**src/rtl/cpu6502_dma_pkg.sv**
```systemverilog
`default_nettype none
// ============================================================================
//  Module      : cpu6502_dma_pkg
//  Description : Shared types and constants for the Cpu6502 page-copy DMA
//                arbiter (sequencer states, transfer length, default target).
//  Revision    : 1.0 - initial release
// ============================================================================
package cpu6502_dma_pkg;

    // Sequencer states of the DMA arbiter
    typedef enum logic [2:0] {
        IDLE      = 3'd0,
        WAIT_READ = 3'd1,
        ALIGN     = 3'd2,
        READ      = 3'd3,
        WRITE     = 3'd4
    } dmaState_t;

    // Bytes moved per request: one full source page
    localparam int DMA_LENGTH = 256;

    // Write address used for every DMA write cycle unless overridden
    localparam logic [15:0] DEFAULT_DEST_ADDR = 16'h2004;

endpackage : cpu6502_dma_pkg
`default_nettype wire

```
**src/rtl/cpu6502_dma_arbiter.sv**
```systemverilog
`default_nettype none
// ============================================================================
//  Module      : cpu6502_dma_arbiter
//  Description : Shares the Cpu6502 external bus with a sprite-style page
//                copy engine. A request stalls the CPU on its next read
//                cycle, optionally aligns to even parity, copies 256 bytes
//                from {page,00..FF} to a fixed address, then hands the bus
//                back to the CPU.
//  Revision    : 1.0 - initial release
// ============================================================================
module cpu6502_dma_arbiter
    import cpu6502_dma_pkg::*;
#(
    parameter logic [15:0] DEST_ADDR    = DEFAULT_DEST_ADDR,
    parameter int unsigned ALIGN_ENABLE = 1
) (
    input  logic        clock,
    input  logic        reset,
    input  logic        enable,
    input  logic        dmaStart,
    input  logic [7:0]  dmaPage,
    input  logic [15:0] cpuAddress,
    input  logic [7:0]  cpuDataOut,
    input  logic        cpuNWrite,
    output logic        cpuEnable,
    output logic [15:0] address,
    output logic [7:0]  dataOut,
    output logic        nWrite,
    input  logic [7:0]  dataIn,
    output logic        busy,
    output logic        done
);

    // Counter value of the final byte of the page
    localparam logic [7:0] c_LAST_BYTE = 8'(DMA_LENGTH - 1);

    dmaState_t   r_state;
    logic        r_parity;
    logic [7:0]  r_counter;
    logic [7:0]  r_dataLatch;
    logic [7:0]  r_pageLatch;
    logic        r_busy;
    logic        r_done;

    // Sequencer: advances only on enabled cycles; busy/done registered here
    always_ff @(posedge clock) begin
        if (reset) begin
            r_state     <= IDLE;
            r_parity    <= 1'b0;
            r_counter   <= 8'h00;
            r_dataLatch <= 8'h00;
            r_pageLatch <= 8'h00;
            r_busy      <= 1'b0;
            r_done      <= 1'b0;
        end else if (enable) begin
            r_parity <= ~r_parity;
            r_done   <= 1'b0;
            case (r_state)
                IDLE: begin
                    if (dmaStart) begin
                        r_pageLatch <= dmaPage;
                        r_counter   <= 8'h00;
                        r_busy      <= 1'b1;
                        r_state     <= WAIT_READ;
                    end
                end
                WAIT_READ: begin
                    // A CPU write keeps us waiting; the first read is the halt cycle
                    if (cpuNWrite) begin
                        if ((ALIGN_ENABLE != 0) && !r_parity) begin
                            r_state <= ALIGN;
                        end else begin
                            r_state <= READ;
                        end
                    end
                end
                ALIGN: begin
                    r_state <= READ;
                end
                READ: begin
                    r_dataLatch <= dataIn;
                    r_state     <= WRITE;
                end
                WRITE: begin
                    r_counter <= r_counter + 8'd1;
                    if (r_counter == c_LAST_BYTE) begin
                        r_state <= IDLE;
                        r_busy  <= 1'b0;
                        r_done  <= 1'b1;
                    end else begin
                        r_state <= READ;
                    end
                end
                default: begin
                    r_state <= IDLE;
                    r_busy  <= 1'b0;
                end
            endcase
        end
    end

    // Bus mux and CPU clock gate; reset releases the CPU in the same cycle
    always_comb begin
        address   = cpuAddress;
        dataOut   = cpuDataOut;
        nWrite    = cpuNWrite;
        cpuEnable = enable;
        if (!reset) begin
            case (r_state)
                WAIT_READ: begin
                    if (cpuNWrite) begin
                        cpuEnable = 1'b0;
                    end
                end
                ALIGN: begin
                    cpuEnable = 1'b0;
                    nWrite    = 1'b1;
                end
                READ: begin
                    cpuEnable = 1'b0;
                    address   = {r_pageLatch, r_counter};
                    nWrite    = 1'b1;
                end
                WRITE: begin
                    cpuEnable = 1'b0;
                    address   = DEST_ADDR;
                    dataOut   = r_dataLatch;
                    nWrite    = 1'b0;
                end
                default: begin
                end
            endcase
        end
    end

    assign busy = r_busy;
    assign done = r_done;

endmodule : cpu6502_dma_arbiter
`default_nettype wire

```
**config.mk**
```make
export PLATFORM = sky130hd
export DESIGN_NAME = cpu6502_dma_arbiter
export DESIGN_NICKNAME = d
export VERILOG_FILES = /design/src/rtl/cpu6502_dma_pkg.sv /design/src/rtl/cpu6502_dma_arbiter.sv
export SDC_FILE = /design/constraint.sdc
export NUM_CORES = 1
export LEC_CHECK = 0
export ABC_AREA = 1
export BUFFER_PORTS_ARGS = -buffer_cell sky130_fd_sc_hd__buf_2
export CORE_MARGIN = 3
export CORE_UTILIZATION = 35
export DETAILED_ROUTE_END_ITERATION = 16
export PLACE_DENSITY_LB_ADDON = 0.08
export SLEW_MARGIN = 10
export SYNTH_ARGS = -nofsm -noshare
export SYNTH_HDL_FRONTEND = slang
export SYNTH_SLANG_ARGS = --single-unit
export TNS_END_PERCENT = 30
```
**constraint.sdc**
```tcl
create_clock -name clock -period 3.35 [get_ports clock]
set_clock_uncertainty 0.2 [all_clocks]
set_input_delay 0.67 -clock clock [delete_from_list [all_inputs] [get_ports clock]]
set_output_delay 0.67 -clock clock [all_outputs]
set_load 0.02 [all_outputs]
```
; Yosys cells after proc, flatten, opt, wreduce, memory -nomap -nowiden
; Cells that the tools add are included.
[word_totals]
word_cells = 49
out_inout_bits = 28
register_bits = 30
[classes]
mux = 21
bitwise_logic = 2
eq_ne = 8
n_reduce_logical = 10
add_sub_neg = 1
[ops]
columns = operator, count
row1 = $pmux 16 s2, 1
row2 = $mux 8, 3
row3 = $mux 16, 1
row4 = $pmux 8 s2, 1
row5 = $pmux 3 s5, 1
row6 = $reduce_and 3->1, 3
row7 = $add 8x1->8 const B, 1
row8 = $eq 8x8->1 const B, 1
row9 = $mux 1, 8
row10 = $eq 3x2->1 const B, 2
row11 = $mux 3, 2
row12 = $ne 2x2->1 const B, 3
row13 = $reduce_or 3->1, 2
row14 = $pmux 1 s2, 2
row15 = $reduce_and 4->1, 1
row16 = $eq 3x1->1 const B, 1
row17 = $eq 3x3->1 const B, 1
row18 = $logic_not 3->1, 1
row19 = $pmux 1 s3, 1
row20 = $mux 2, 1
row21 = $not 1->1, 2
row22 = $reduce_and 2->1, 1
row23 = $reduce_bool 2->1, 1
row24 = $reduce_or 2->1, 1

; Logic depth before layout (Yosys ltp)
; Gate-level depths: netlist of the first run.
[logic_depth]
word_depth = 4
mapped_depth = 8

; Least setup slack after synthesis of the first run
; Ideal clock, no wire load.
[synth_timing]
path_kind = input to output
start = input reset
end = output address[3]
required_ps = 2480
arrival_ps = 1789
setup_slack_ps = 691
cell_stages = 6
path_cell_list = buf_2 > inv_1 > nand2_2 > buf_6 > buf_6 > o21ai_0
[synth_via]
elab_chain_len = 1
[synth_rtl]
columns = element, line_no
row1 = start: declaration, cpu6502_dma_arbiter.sv:18  ; input logic reset,
row2 = $mux 16, cpu6502_dma_arbiter.sv:108  ; if (!reset) begin
row3 = end: declaration, cpu6502_dma_arbiter.sv:26  ; output logic [15:0] address,
; No other way between the ends.

; Worst setup path in the final report of the first run
[layout_timing]
start = input reset
end = output address[13]
; Same word-level chain as after synthesis.

==> results of run 1 <==
## flip-flops by register name, indices dropped and copies added (netlist names)
signal,count
r_pageLatch,8
r_dataLatch,8
r_parity,1
done,1
busy,1
r_state,3
r_counter,8
## logic make-up after synthesis
kind of cell,share of synthesized area
xor gates and xnor gates,0.00526
muxes,0.0653
DFF,0.360
and+or+nand+nor,0.282
adders and majority gates,0.00751
AOI/OAI and AO/OA,0.168
buffers and inverters,0.111
## through the flow
step	hold slack, ns	total power, W	std cells	worst slack, ns
detailed placement	0.241	0.000533	359	0.474
CTS	0.250	0.000876	367	0.472
global placement	0.237	0.000533	359	0.518
global route	0.275	0.000910	367	0.337
finish	0.247	0.000865	367	0.463
floorplan	0.224	0.000478	242	0.691
## how the worst max path moves through the flow
stage | startpoint | end | slack, ns | cells past startpoint
6_report | reset | address[13] | 0.46 | 7
5_1_grt | reset | address[2] | 0.34 | 7
4_1_cts | reset | address[13] | 0.47 | 7
3_5_place_dp | reset | address[13] | 0.47 | 7
3_3_place_gp | reset | address[13] | 0.52 | 7
2_1_floorplan | reset | address[3] | 0.69 | 6
## metal layers
| metal | vias to the layer above | global-route usage |
|---|---|---|
| met1 | 757 | 0.192 |
| met2 | 48 | 0.256 |
| met3 | 4 | 0.0454 |
| met4 | 0 | 0.0474 |
| met5 | - | 0 |
| li1 | 929 | - |
## cell type report
type,instances,area [um2]
fill,478,2310
clock buffer,8,110
multi-input combinational,170,881
tap,52,65.1
timing repair buffer,75,383
sequential,30,601
inverter,32,120
## Yosys cell counts
cell type,n,area [um2]
dfxtp_1,30,601
nand2_2,2,12.5
buf_6,3,33.8
a31oi_1,1,6.26
xnor2_1,1,8.76
inv_2,3,11.3
o21ai_1,3,15.0
nor2_4,3,33.8
buf_2,4,20.0
a21oi_1,17,85.1
nand3_1,24,120
nand2_1,38,143
nand2_4,1,11.3
o211ai_1,2,15.0
clkbuf_1,3,11.3
o21ai_0,28,140
nor2_1,35,131
inv_1,29,109
mux2_4,5,75.1
mux2_2,3,33.8
ha_1,1,12.5
nand4_1,3,18.8
o22ai_1,3,18.8
## tightest hold or removal path: cells and delay by family (launching register included)
family / cells / cell delay, ns
DFF: 1 / 0.30
buffers and inverters: 1 / 0.05
AOI/OAI and AO/OA: 1 / 0.05
## power groups by stage
stage | clock (W) | sequential, W | combinational [W]
CTS | 0.000350 | 0.000377 | 0.000149
global route | 0.000365 | 0.000378 | 0.000166
floorplan | 0 | 0.000385 | 0.0000932
finish | 0.000341 | 0.000377 | 0.000148
global placement | 0 | 0.000385 | 0.000148
detailed placement | 0 | 0.000385 | 0.000148
==> run_results.csv, run 1 <==
group,metric,value,unit
clocking,postCtsHoldBufs,0,
route,post_drt_wl_per_cell,11.8,um
route,met2_length,1950,um
finish,most-common-layout-cells,"buf_2 (72), nand2_1 (38), nor2_1 (35)",
floorplan,die_h,75.0,um
floorplan,coreArea,4470,um2
critical_path,end_kind,"output pin",
placed_design,hpwl,3310,um
grt,antenna_found_initial,0,
critical_path,critPathRequiredTime,2.48,ns
placed_design,place.gp.congestion,0.843,
yosys,synth_cells,242,
critical_path,path_cells,"buf_2 -> inv_1 -> nand2_2 -> buf_4 -> o22ai_1 -> inv_1 -> buf_2",
yosys,netlist_area,1670,um2
yosys,yosysWarnings,0,
clocking,cts_sinks,30,
timing,timing.setup.tns,0,ns
grt,grt_first_pass_wirelength,6710,um
power_and_ir_drop,switching_power,0.000227,W
route,viasPerCell,4.74,
job,maxCapViolations,0,
timing,worst_pin_slew,0.348,ns
yosys,synth.distinct_cells,23,
critical_path,timing.rr.end,"r_state[0]",
min_path,hold_start,"r_pageLatch[0]",
floorplan,die_w,75.0,um
clocking,clk_latency,0.28,ns
clocking,numCtsBuffers,5,
route,met3_length,346,um
floorplan,rows,24,
timing,relSlewSlack,0.768,
timing,hold_viol,0,
critical_path,ff2ff_setup_slack,1.71,ns
floorplan,die_area,5630,um2
grt,gr-total-overflow,0,
power_and_ir_drop,sw_frac_of_total,0.262,
placed_design,port_buffers,72,
critical_path,arrival,2.02,ns
route,totalWireLength,4320,um
critical_path,critPathLaunchType,"primary input",
min_path,min_path_cells,2,
finish,utilization,0.483,
critical_path,critPathKind,"in2out",
critical_path,cpMaxStageDelayCell,"inv_1",
timing,rsz0062_at_grt,"no",
timing,maxSlewViolCount,0,
yosys,ys_seq_area_frac,0.360,
clocking,cts.htree.levels,2,
yosys,syn_avg_cell_area,6.89,um2
critical_path,crit_family,"buffers and inverters",
clocking,path_clk_slew,0.06,ns
route,dr.pass1.iters,4,
power_and_ir_drop,p_per_area,401,nW/um2
clocking,clock-root-buffer,"clkbuf_8",
finish,final_common_cell,"buf_2",
timing,clock.fmax,346,MHz
clocking,cts.repair_timing.setup_buffer_count,0,
route,drc,0,
timing,period_share,0.862,
power_and_ir_drop,ir_worst_vdd,0.187,mV
floorplan,top_level_ports,73,
finish,fin_area,2160,um2
clocking,cts_resized,0,
route,m1WireLength,2000,um
critical_path,critPathBufInv,5,
power_and_ir_drop,comb_power_share,0.170,
clocking,cts_buffer_depth,2,
route,ant_nets,0,
grt,grt_pass1_vias,1573,
critical_path,rr_worst_depth,8,
finish,layout.nets,360,
power_and_ir_drop,p_leak,1.06,nW
route,drtIter0Drc,78,
critical_path,slowest_delay,0.29,ns
route,dr_total_vias,1738,
finish,drive_gt1_frac,0.317,
grt,grtUsageTotal,0.154,
grt,grt_max_degree,24,
timing,finalCriticalPeriod,2.89,ns
run_status,outcome,"finished clean",
power_and_ir_drop,seqPwrFrac,0.436,
yosys,ys_seq_elements,30,
critical_path,rr_startpoint,"r_counter[1]",
clocking,cts_tree,"done",
yosys,synth_fp_nets,288,
min_path,hp-class,"reg2reg",
power_and_ir_drop,cellInternalPower,0.000639,W
timing,finalSetupViolCount,0,
min_path,hold_path_end,"r_pageLatch[0]",
route,route.top_layer_used,"met4",
finish,syn_to_final_growth,29.6,%
placed_design,placed_area,2050,um2
power_and_ir_drop,pwr-share-clk,0.394,
critical_path,cp_max_fo,20,
finish,n_antenna_cell,0,
floorplan,initial_core_util,0.372,
Note: power is estimated with default switching activity, not from simulation.
==> run 2: changes to the inputs <==
--- a/config.mk
+++ b/config.mk
@@ -5,7 +5,6 @@
 export SDC_FILE = /design/constraint.sdc
 export NUM_CORES = 1
 export LEC_CHECK = 0
-export ABC_AREA = 1
 export BUFFER_PORTS_ARGS = -buffer_cell sky130_fd_sc_hd__buf_2
 export CORE_MARGIN = 3
 export CORE_UTILIZATION = 35
==> run 2 against run 1 <==
Compared with the run above: critical path depth decreased by 1; final cell count decreased by 7.1%; synthesized area decreased by 2.1%; clock power decreased by 11%; non-clock buffer count increased by 1; worst hold slack improved by 0.0089 ns; total power decreased by 4.8%; via count decreased by 2.5%; sequential share of layout area increased by 0.53 points.
==> run_results.csv, run 2 <==
group,metric,value,unit
yosys,ys_async_sr_fraction,0,
power_and_ir_drop,p_per_area,389,nW/um2
floorplan,rows,24,
yosys,yosysWarnings,0,
critical_path,critPathKind,"reg2out",
run_status,outcome,"finished clean",
grt,met2_usage,0.266,
clocking,path_clk_slew,0.07,ns
floorplan,die_h,74.3,um
yosys,synth_enable_flop_cells,0,
finish,most-common-layout-cells,"buf_2 (72), nand2_1 (50), dfxtp_1 (30)",
grt,grt_use_met3,0.0432,
placed_design,place.gp.congestion,0.749,
route,totalWireLength,4100,um
floorplan,die_w,74.3,um
yosys,netlist.area_leader.share,0.368,
route,viasPerCell,4.97,
finish,drive_gt1_frac,0.325,
grt,antenna_found_initial,0,
route,post_drt_wl_per_cell,12.0,um
grt,grt.busiest_layer,"met2",
timing,hold_viol,0,
clocking,cts.htree.levels,2,
min_path,hp-class,"reg2reg",
timing,period_share,0.849,
grt,gr-total-overflow,0,
clocking,clock-root-buffer,"clkbuf_8",
clocking,clk_latency,0.28,ns
finish,syn_to_final_growth,29.9,%
job,maxCapViolations,0,
yosys,ys_seq_elements,30,
yosys,synth_fp_nets,266,
placed_design,port_buffers,72,
grt,grt_first_pass_wirelength,7090,um
grt,grt_pass1_vias,1589,
yosys,netlist_area,1630,um2
grt,grtUsageTotal,0.165,
timing,finalCriticalPeriod,2.84,ns
route,drtIter0Drc,71,
power_and_ir_drop,ir_worst_vdd,0.193,mV
yosys,synth_cells,220,
clocking,cts_tree,"done",
yosys,yosysMostFrequentCell,"nand2_1",
route,drc,0,
finish,layout.nets,334,
power_and_ir_drop,p_leak,0.967,nW
yosys,syn_avg_cell_area,7.42,um2
critical_path,arrival,1.97,ns
grt,met1_usage,0.210,
finish,n_antenna_cell,0,
timing,clock.fmax,352,MHz
timing,worst_pin_slew,0.452,ns
clocking,cts_sinks,30,
grt,grt_max_degree,33,
timing,finalSetupViolCount,0,
finish,top_regs,"r_counter (8), r_dataLatch (8), r_pageLatch (8)",
critical_path,end_kind,"output pin",
yosys,synth.top_cells.by_area,"dfxtp_1 (37%), nand2_1 (12%), nor2_1 (6.0%), mux2_2 (5.5%), a21oi_1 (4.9%)",
route,dr_total_vias,1695,
timing,maxSlewViolCount,0,
clocking,numCtsBuffers,5,
yosys,yosys-top-cells-count,"nand2_1 (50), dfxtp_1 (30), nor2_1 (26), a21oi_1 (16), o21ai_0 (16)",
placed_design,hpwl,3030,um
critical_path,critPathLaunchType,"flip-flop",
route,ant_nets,0,
critical_path,cp_max_fo,32,
clocking,cts_resized,0,
yosys,ys_seq_area_frac,0.368,
placed_design,preCtsSetupSlack,0.689,ns
min_path,min_path_cells,2,
yosys,synth_area_leader_cell,"dfxtp_1",
floorplan,die_area,5520,um2
timing,setup_ws,0.507,ns
critical_path,critPathRequiredTime,2.48,ns
timing,timing.setup.tns,0,ns
floorplan,initial_core_util,0.370,
clocking,cts_buffer_depth,2,
clocking,postCtsHoldBufs,0,
floorplan,top_level_ports,73,
yosys,synth-main-ff-cell,"dfxtp_1",
critical_path,rr_worst_depth,5,
clocking,cts.repair_timing.setup_buffer_count,0,
timing,relSlewSlack,0.698,
yosys,synth.distinct_cells,36,
timing,rsz0062_at_grt,"no",
floorplan,coreArea,4410,um2
finish,final_common_cell,"buf_2",
route,dr.pass1.iters,4,
## run 2: cell types whose count changed after synthesis, sizes merged, moves of 3 or more
cell | before | now
mux2i | 0 | 8
nor2b | 0 | 5
nor2 | 38 | 27
nand3 | 24 | 4
o21ai | 31 | 17
o22ai | 3 | 0
inv | 32 | 6
xnor2 | 1 | 7
nand2 | 41 | 50
clkbuf | 3 | 10
nor4 | 0 | 3
## run 2: logic make-up (layout without fill, tap and decap cells)
logic type | Yosys count | count (layout) | synth area share
and+or+nand+nor | 100 | 100 | 0.271
xor gates and xnor gates | 7 | 7 | 0.0376
muxes | 16 | 16 | 0.104
DFF | 30 | 30 | 0.368
AOI/OAI and AO/OA | 45 | 45 | 0.160
buffers and inverters | 21 | 90 | 0.0521
adders and majority gates | 1 | 1 | 0.00767
## run 2: path summary, 6_finish.rpt
check | from | to | slack, ns
worst max register to register | r_counter[0] | r_state[0] | 1.51
worst max-delay path | r_state[0] | address[2] | 0.51
worst min-delay path | r_dataLatch[1] | r_dataLatch[1] | 0.26
worst min register to register | r_dataLatch[1] | r_dataLatch[1] | 0.26
## run 2: critical path, stage by stage, from the launching register on
cell and delay [ns]:
dfxtp_1 0.57, nor2b_1 0.25, and3_1 0.18, buf_4 0.27
nor2_1 0.07, a22oi_1 0.16, buf_2 0.19
## run 2: stage by stage
step | power (W) | cell area, um2 | instances | utilization | hold WS (ns)
5_1_grt | 0.000872 | 2120 | 341 | 0.480 | 0.267
3_3_place_gp | 0.000529 | 2020 | 333 | 0.459 | 0.248
3_5_place_dp | 0.000529 | 2020 | 333 | 0.459 | 0.249
4_1_cts | 0.000837 | 2120 | 341 | 0.480 | 0.259
2_1_floorplan | 0.000473 | 1630 | 220 | - | 0.234
6_report | 0.000824 | 2120 | 341 | 0.480 | 0.255
## run 2: layout make-up
| cell class | instances | area [um2] |
|---|---|---|
| clock buffers | 6 | 82.6 |
| clock inverters | 2 | 12.5 |
| fillers | 462 | 2290 |
| flip-flops and latches | 30 | 601 |
| well taps | 52 | 65.1 |
| repair buffers | 76 | 390 |
| inverters | 6 | 22.5 |
| multi-input cells | 169 | 946 |
## run 2: metal layers
metal / share of wire / wire, um / vias to the layer above
met5: 0 / 0 / -
met3: 0.075 / 308 / 5
met2: 0.44 / 1810 / 54
li1: - / - / 879
met1: 0.47 / 1940 / 757
met4: 0.013 / 53 / 0
## run 2: power breakdown
group          internal [W]  total, W  switching [W]
logic             0.0000637  0.000142      0.0000787
registers          0.000367  0.000378      0.0000108
clock network      0.000165  0.000304       0.000139
==> run 3: changes to the inputs <==
--- a/config.mk
+++ b/config.mk
@@ -5,6 +5,7 @@
 export SDC_FILE = /design/constraint.sdc
 export NUM_CORES = 1
 export LEC_CHECK = 0
+export ABC_AREA = 1
 export BUFFER_PORTS_ARGS = -buffer_cell sky130_fd_sc_hd__buf_2
 export CORE_MARGIN = 3
 export CORE_UTILIZATION = 35
==> constraint.sdc (replaced) <==
create_clock -name clock -period 2.6 [get_ports clock]
set_clock_uncertainty 0.2 [all_clocks]
set_input_delay 0.52 -clock clock [delete_from_list [all_inputs] [get_ports clock]]
set_output_delay 0.52 -clock clock [all_outputs]
set_load 0.02 [all_outputs]
==> run 3 against run 2 <==
Compared with the run above: global-route usage shrank 0.94 points; via count grew 2.4%; sequential power grew 29%; flip-flop and latch count is the same.
==> run_results.csv, run 3 (synthesized netlist as in run 1, its figures left out) <==
group,metric,value,unit
critical_path,cpMaxStageDelayCell,"dfxtp_1",
timing,clock.fmax,411,MHz
clocking,postCtsHoldBufs,0,
timing,rsz0062_at_grt,"no",
min_path,hp-class,"reg2reg",
finish,n_antenna_cell,0,
placed_design,port_buffers,72,
floorplan,initial_core_util,0.372,
timing,period_share,0.935,
finish,most-common-layout-cells,"buf_2 (72), nand2_1 (38), nor2_1 (35)",
finish,syn_to_final_growth,31.2,%
route,viasPerCell,4.71,
power_and_ir_drop,p_per_area,532,nW/um2
timing,maxSlewViolCount,0,
route,drtIter0Drc,45,
placed_design,placed_area,2060,um2
critical_path,end_kind,"output pin",
placed_design,dp.cells,361,
finish,fin_area,2190,um2
critical_path,crit_family,"buffers and inverters",
placed_design,place.gp.congestion,0.847,
critical_path,critPathLaunchType,"flip-flop",
critical_path,cp_common_cell,"nand2_2",
clocking,clock-root-buffer,"clkbuf_8",
timing,hold_viol,0,
finish,drive_gt1_frac,0.320,
clocking,numCtsBuffers,5,
grt,grt_first_pass_wirelength,6650,um
timing,relSlewSlack,0.792,
clocking,cts.htree.levels,2,
clocking,cts_buffer_depth,2,
placed_design,hpwl,3250,um
power_and_ir_drop,finalPower,0.00116,W
critical_path,arrival,1.71,ns
route,ant_nets,0,
clocking,clk_latency,0.29,ns
run_status,outcome,"finished clean",
clocking,cts.repair_timing.setup_buffer_count,0,
route,dr_total_vias,1735,
timing,worst_pin_slew,0.312,ns
finish,fin_cells,368,
route,totalWireLength,4340,um
floorplan,die_w,75.0,um
clocking,cts_sinks,30,
grt,gr-total-overflow,0,
critical_path,slowest_delay,0.35,ns
critical_path,cp_max_fo,28,
power_and_ir_drop,p_leak,1.06,nW
floorplan,die_h,75.0,um
finish,top_regs,"r_counter (8), r_dataLatch (8), r_pageLatch (8)",
clocking,cts_tree,"done",
critical_path,critPathBufInv,3,
grt,grtUsageTotal,0.155,
timing,finalCriticalPeriod,2.43,ns
power_and_ir_drop,ir_worst_vdd,0.317,mV
clocking,path_clk_slew,0.06,ns
finish,layout.nets,362,
route,dr.pass1.iters,5,
floorplan,die_area,5630,um2
floorplan,rows,24,
timing,timing.setup.tns,0,ns
grt,grt_pass1_vias,1514,
critical_path,path_cells,"inv_2 -> nand2_2 -> nor2_4 -> nand2_2 -> buf_4 -> o21ai_0 -> buf_2",
route,drc,0,
finish,final_common_cell,"buf_2",
job,maxCapViolations,0,
critical_path,critPathKind,"reg2out",
floorplan,top_level_ports,73,
grt,antenna_found_initial,0,
critical_path,critPathRequiredTime,1.88,ns
floorplan,coreArea,4470,um2
finish,fillers,482,
route,post_drt_wl_per_cell,11.8,um
grt,grt_max_degree,29,
timing,finalSetupViolCount,0,
## run 3: cell types whose count changed in the layout (fill, tap and decap cells not counted), sizes merged, moves of 8 or more
cell	before	now
inv	6	32
nand3	4	24
o21ai	17	31
nor2	27	38
nand2	50	41
mux2i	8	0
## run 3: cell type report
type	count	area, um2	area share
timing repair buffer	77	398	0.182
clock buffer	6	82.6	0.0378
tap	52	65.1	0.0298
sequential	30	601	0.275
clock inverter	1	30.0	0.0137
multi-input combinational	170	890	0.407
inverter	32	120	0.0550
## run 3: per-stage QoR
step	utilization	hold WS (ns)	setup WS, ns
final	0.489	0.244	0.169
after floorplan	-	0.224	0.241
after global routing	0.489	0.269	0.0588
after CTS	0.487	0.248	0.112
after global placement	0.461	0.235	0.339
after detailed placement	0.461	0.239	0.317
## run 3: timing repair
item	CTS	global route
endpoints found under the hold margin	0	0
endpoints found under the setup margin	0	1
gates resized for setup	0	1
## run 3: final timing paths
path	start	to	cells past startpoint	slack (ns)
setup / recovery	r_state[2]	address[6]	7	0.17
setup reg to reg	r_state[2]	r_dataLatch[2]	7	0.92
hold / removal	r_pageLatch[1]	r_pageLatch[1]	2	0.24
hold reg to reg	r_pageLatch[1]	r_pageLatch[1]	2	0.24
## run 3: worst reg2reg max path, cell delays in order, from the launching register on
cell     delay (ns)
dfxtp_1        0.35
inv_2          0.17
nand2_2        0.10
nor2_4         0.13
nand2_1        0.22
inv_1          0.28
nor2_1         0.07
nor2_1         0.10
## run 3: power breakdown
part	internal, W	switching (W)	total (W)
logic	0.0000820	0.000111	0.000193
registers	0.000476	0.00000970	0.000486
clock network	0.000306	0.000177	0.000483
## run 3: routing by layer
layer | up-vias | global-route usage | wire, um
met4 | 0 | 0.0534 | 55
li1 | 935 | - | -
met1 | 742 | 0.202 | 2060
met2 | 53 | 0.243 | 1890
met5 | - | 0 | 0
met3 | 5 | 0.0494 | 336
